## src/rtl/poly_eval.sv

```systemverilog
// rtl/poly_eval.sv - pipelined quadratic evaluator y_hat = b0 + b1*xi + b2*xi*xi
module poly_eval #(
  parameter int N_SAMPLES = 1024
) (
  input  logic               clk,
  input  logic               rst_n,
  input  logic               coef_load,
  input  logic signed [23:0] b0,
  input  logic signed [23:0] b1,
  input  logic signed [23:0] b2,
  input  logic               in_valid,
  input  logic [11:0]        xi,
  output logic               in_ready,
  output logic               y_valid,
  input  logic               y_ready,
  output logic signed [49:0] y_hat,
  output logic [9:0]         y_idx,
  output logic               busy,
  output logic               done
);

  typedef enum logic [1:0] {
    IDLE  = 2'd0,
    RUN   = 2'd1,
    DRAIN = 2'd2
  } state_t;

  localparam logic [10:0] N_CNT    = 11'(N_SAMPLES);
  localparam logic [10:0] LAST_CNT = 11'(N_SAMPLES - 1);
  localparam logic [9:0]  LAST_IDX = 10'(N_SAMPLES - 1);

  state_t             state;
  logic signed [23:0] b0_r;
  logic signed [23:0] b1_r;
  logic signed [23:0] b2_r;
  logic [10:0]        cnt;

  logic               s1_v;
  logic [23:0]        s1_xx;
  logic signed [36:0] s1_b1x;
  logic [9:0]         s1_idx;

  logic               s2_v;
  logic signed [49:0] s2_a;
  logic signed [48:0] s2_c;
  logic [9:0]         s2_idx;

  logic               advance;
  logic               accept;
  logic               take;

  logic [23:0]        xx_d;
  logic signed [36:0] b1x_d;
  logic signed [48:0] b2xx_d;
  logic signed [49:0] a_d;
  logic signed [49:0] sum_d;

  // Every stage moves together; a full output register blocked by y_ready freezes all of them.
  assign advance  = !y_valid || y_ready;
  assign in_ready = (state == RUN) && (cnt < N_CNT) && advance;
  assign accept   = in_valid && in_ready;
  assign take     = y_valid && y_ready;

  // Products are sized so that no operand combination can overflow.
  assign xx_d   = 24'(xi) * 24'(xi);
  assign b1x_d  = 37'(b1_r) * 37'($signed({1'b0, xi}));
  assign b2xx_d = 49'(b2_r) * 49'($signed({1'b0, s1_xx}));
  assign a_d    = 50'(b0_r) + 50'(s1_b1x);
  assign sum_d  = s2_a + 50'(s2_c);

  always_ff @(posedge clk or negedge rst_n) begin
    if (!rst_n) begin
      state <= IDLE;
      busy  <= 1'b0;
      done  <= 1'b0;
      b0_r  <= '0;
      b1_r  <= '0;
      b2_r  <= '0;
      cnt   <= '0;
    end else begin
      done <= 1'b0;
      case (state)
        IDLE: begin
          if (coef_load) begin
            b0_r  <= b0;
            b1_r  <= b1;
            b2_r  <= b2;
            cnt   <= '0;
            state <= RUN;
            busy  <= 1'b1;
          end
        end
        RUN: begin
          if (accept) begin
            cnt <= cnt + 11'd1;
            if (cnt == LAST_CNT) begin
              state <= DRAIN;
            end
          end
        end
        DRAIN: begin
          if (take && (y_idx == LAST_IDX)) begin
            done  <= 1'b1;
            state <= IDLE;
            busy  <= 1'b0;
          end
        end
        default: begin
          state <= IDLE;
          busy  <= 1'b0;
        end
      endcase
    end
  end

  always_ff @(posedge clk or negedge rst_n) begin
    if (!rst_n) begin
      s1_v    <= 1'b0;
      s1_xx   <= '0;
      s1_b1x  <= '0;
      s1_idx  <= '0;
      s2_v    <= 1'b0;
      s2_a    <= '0;
      s2_c    <= '0;
      s2_idx  <= '0;
      y_valid <= 1'b0;
      y_hat   <= '0;
      y_idx   <= '0;
    end else if (advance) begin
      s1_v <= accept;
      if (accept) begin
        s1_xx  <= xx_d;
        s1_b1x <= b1x_d;
        s1_idx <= cnt[9:0];
      end
      s2_v <= s1_v;
      if (s1_v) begin
        s2_a   <= a_d;
        s2_c   <= b2xx_d;
        s2_idx <= s1_idx;
      end
      y_valid <= s2_v;
      if (s2_v) begin
        y_hat <= sum_d;
        y_idx <= s2_idx;
      end
    end
  end

endmodule

```

## config.mk

```make
export PLATFORM = sky130hd
export DESIGN_NAME = poly_eval
export DESIGN_NICKNAME = d
export VERILOG_FILES = /design/src/rtl/poly_eval.sv
export SDC_FILE = /design/constraint.sdc
export NUM_CORES = 2
export LEC_CHECK = 0
export CAP_MARGIN = 20
export CORE_MARGIN = 8
export CORE_UTILIZATION = 30
export DETAILED_ROUTE_END_ITERATION = 10
export DONT_BUFFER_PORTS = 1
export MAX_ROUTING_LAYER = met4
export PLACE_DENSITY = 0.48
export SKIP_CTS_REPAIR_TIMING = 1
export SYNTH_ARGS = -nofsm -noshare
export SYNTH_HDL_FRONTEND = slang
export SYNTH_SLANG_ARGS = --single-unit
export TNS_END_PERCENT = 1
```

## constraint.sdc

```tcl
create_clock -name clk -period 7.65 [get_ports clk]
set_clock_uncertainty 0.05 [all_clocks]
set_input_delay 0.765 -clock clk [delete_from_list [all_inputs] [get_ports clk]]
set_output_delay 0.765 -clock clk [all_outputs]
set_load 0.01 [all_outputs]
```

==> flow_summary.ini <==
[yosys]
post_synth.cell_area_avg_um2 = 8.87
yosysSeqAreaShare_pct = 16.3
synth_seq_cells = 317
async_flop_share_pct = 100
number_of_enable_flip_flop_cells_after_synthesis = 0
synth_ff_type = sky130_fd_sc_hd__dfrtp_1
yosys_warnings = 0
synthesis.area_mm2 = 0.0485
distinct_cells_synth = 79
postSynthCellCount = 5471

[floorplanning]
coreArea_mm2 = 0.161
rows = 147
die_x_um = 418
floorplan.initialDensity_pct = 30.2
die_height_um = 418
num_io_pins = 153
floorplan.die_area_mm2 = 0.175

[cells_and_area]
mostFrequentLayoutCell = sky130_fd_sc_hd__nand2_1
finalCoreUtilization_pct = 32.6
number_of_fillers_in_the_final_layout = 16900
layout-area-overhead-vs-synth_pct = 8.02
proportion_of_layout_cells_with_a_drive_suffix_above_1_pct = 3.58
antenna_cells_inserted = 0
nNetsFinal = 6681
fin_cells = 7544
commonest_cells_after_routing_fill_and_taps_aside = sky130_fd_sc_hd__nand2_1, sky130_fd_sc_hd__inv_1, sky130_fd_sc_hd__fa_1

[route]
drcViolationCount = 0
totalWireLength_um = 134000
drtIter0Drc = 1704
route.detailed.wl_per_inst_um = 17.8
antenna_violation_net_count_after_detailed_routing = 0
number_of_detailed_route_iterations_in_the_first_pass = 7
post_drt_via_cell_ratio = 4.62
vias = 34800

[setup_path]
worst-r2r-setup-slack_ns = 0.39
critPathSlowestCell = sky130_fd_sc_hd__dfrtp_2
worstPathArrival_ns = 7.70
slowest_delay_ns = 0.53
worst-path-stages = 26
largest_fanout_on_the_critical_path = 18
timing.rr.start = b2_r[7]
crit_buf_inv = 6
critical_path.startpoint_type = flop
cp-endpoint = s2_c[47]
regToRegEndpoint = s2_c[47]
path_delay_family = adder cells
critPathMostFrequentCell = sky130_fd_sc_hd__fa_1
worst_setup_path_end_kind = flop
r2r_worst_path_depth = 26
cp.required_ns = 8.09
path_class = reg -> reg
critical_path.startpoint = b2_r[7]

[global_route]
gr-usage-all-layers_pct = 15.9
first_global_vias = 37600
number_of_antenna_violations_at_the_first_check_in_global_routing = 1
largest_net_degree_at_the_start_of_global_routing = 318
grt_first_pass_wirelength_um = 216000
globalRoute.totalOverflow = 0

[flow_run]
max_cap_viol_count = 0

[place]
dpl_worst_slack_ns = 0.182
gp_routability_congestion = 0.851
io_buffers = 0
place.detailed.instances = 7465
hpwl_um = 110000

[clock_tree]
clk_path_buf_depth = 3
cts_inserted_buffers = 43
clk_latency_ns = 0.63
htree_num_levels = 2
clock_sinks = 317
tritoncts_clock_tree = done
worst_setup_hold_path_clk_slew_ns = 0.07
clock_tree.root_cell = sky130_fd_sc_hd__clkbuf_16

[min_path]
type_of_the_tightest_min_delay_check = in -> async

[timing]
setup_violations = 0
final_min_period_over_clock_period_pct = 94.9
timing_worst_slew_pin_value_ns = 1.36
final.min_clock_period_ns = 7.26
final.setup.tns_ns = 0
final_critical_path_setup_slack_ns = 0.389
max-slew-margin-rel_pct = 9.10
final-max-slew-violation-count = 0
timing_hold_violations_final = 0
unrepaired_setup_endpoints_after_global_routing = false
max_clock_freq_mhz = 138

[status]
run_status = complete, no violations
==> Yosys cell counts (all sizes together), types with 30 or more instances <==
cell type  instances  area (um^2)
nand2           1031         3870
inv              942         3540
fa               807        16200
and2             483         3020
ha               433         5420
dfrtp            317         7930
clkbuf           252          946
o21ai            241         1210
a21oi            175          895
a21o             102          766
nor2             102          383
xnor2             99          867
xor2              79          692
nand3             56          280
nand2b            33          206
nand4             30          188
==> stage by stage <==
stage	hold WS, ns	instance area [um^2]
finish	0.0268	52400
global route	0.115	52400
CTS	-0.196	52400
detailed placement	0.399	51000
global placement	0.398	51000
floorplan	0.389	48600
==> flip-flops by register name (all words and copies together) (netlist names), 10 cells and up <==
register	count
b0_r	24
b1_r	24
b2_r	24
cnt	11
s1_b1x	37
s1_idx	10
s1_xx	23
s2_a	38
s2_c	49
s2_idx	10
y_hat	50
y_idx	10
==> area by class of cell <==
| type | count | area (um^2) | share of cell area [%] |
|---|---|---|---|
| well taps | 2160 | 2700 | 5.16 |
| multi-input cells | 3962 | 36100 | 69.0 |
| inverters | 942 | 3540 | 6.75 |
| clock inverters | 18 | 176 | 0.337 |
| flip-flops and latches | 317 | 7940 | 15.1 |
| repair buffers | 86 | 702 | 1.34 |
| clock buffers | 59 | 1220 | 2.32 |
==> how the worst min path moves through the flow <==
stage | to | cells after the start
2_1_floorplan | s2_idx[0] | 2
3_3_place_gp | s2_idx[8] | 2
3_5_place_dp | s2_idx[8] | 2
4_1_cts | b1_r[12] | 0
5_1_grt | b1_r[12] | 1
6_report | b1_r[12] | 1
==> layer usage <==
metal	global-route usage, %	wire length (um)
met3	1.82	4980
met2	25.5	61700
met5	-	0
met1	21.5	64100
met4	3.79	3570
==> worst register-to-register path: stages (launching register included) <==
cell and delay [ns]:
sky130_fd_sc_hd__dfrtp_2 0.53, sky130_fd_sc_hd__and2_1 0.21, sky130_fd_sc_hd__fa_1 0.48, sky130_fd_sc_hd__fa_1 0.51, sky130_fd_sc_hd__inv_1 0.05, sky130_fd_sc_hd__fa_1 0.47, sky130_fd_sc_hd__inv_1 0.06, sky130_fd_sc_hd__fa_1 0.52
sky130_fd_sc_hd__inv_1 0.06, sky130_fd_sc_hd__fa_1 0.53, sky130_fd_sc_hd__inv_1 0.05, sky130_fd_sc_hd__fa_1 0.47, sky130_fd_sc_hd__inv_1 0.05, sky130_fd_sc_hd__fa_1 0.47, sky130_fd_sc_hd__inv_1 0.04, sky130_fd_sc_hd__ha_1 0.34
sky130_fd_sc_hd__a21o_1 0.19, sky130_fd_sc_hd__a21o_1 0.18, sky130_fd_sc_hd__a21oi_2 0.16, sky130_fd_sc_hd__o211ai_1 0.11, sky130_fd_sc_hd__a221o_2 0.49, sky130_fd_sc_hd__a21oi_4 0.18, sky130_fd_sc_hd__a21oi_2 0.10, sky130_fd_sc_hd__a21o_1 0.18
sky130_fd_sc_hd__o41ai_2 0.34, sky130_fd_sc_hd__mux2i_1 0.24, sky130_fd_sc_hd__nand3_1 0.09
==> cell families (layout without fill, tap and decap cells) <==
logic type / count (synthesis) / count (layout) / share of synthesized area [%]
compound gates: 685 / 685 / 8.73
xor+xnor: 178 / 178 / 3.21
fa+ha+maj: 1240 / 1240 / 44.5
buf+inv: 1199 / 1105 / 9.28
flops: 317 / 317 / 16.3
mux: 6 / 6 / 0.131
other cells: 2 / 9 / 0.0155
simple gates: 1844 / 1844 / 17.8
Power is left out: the tool's default activity adds up to more than one toggle a clock period on the data nets, which glitch-free logic cannot reach.
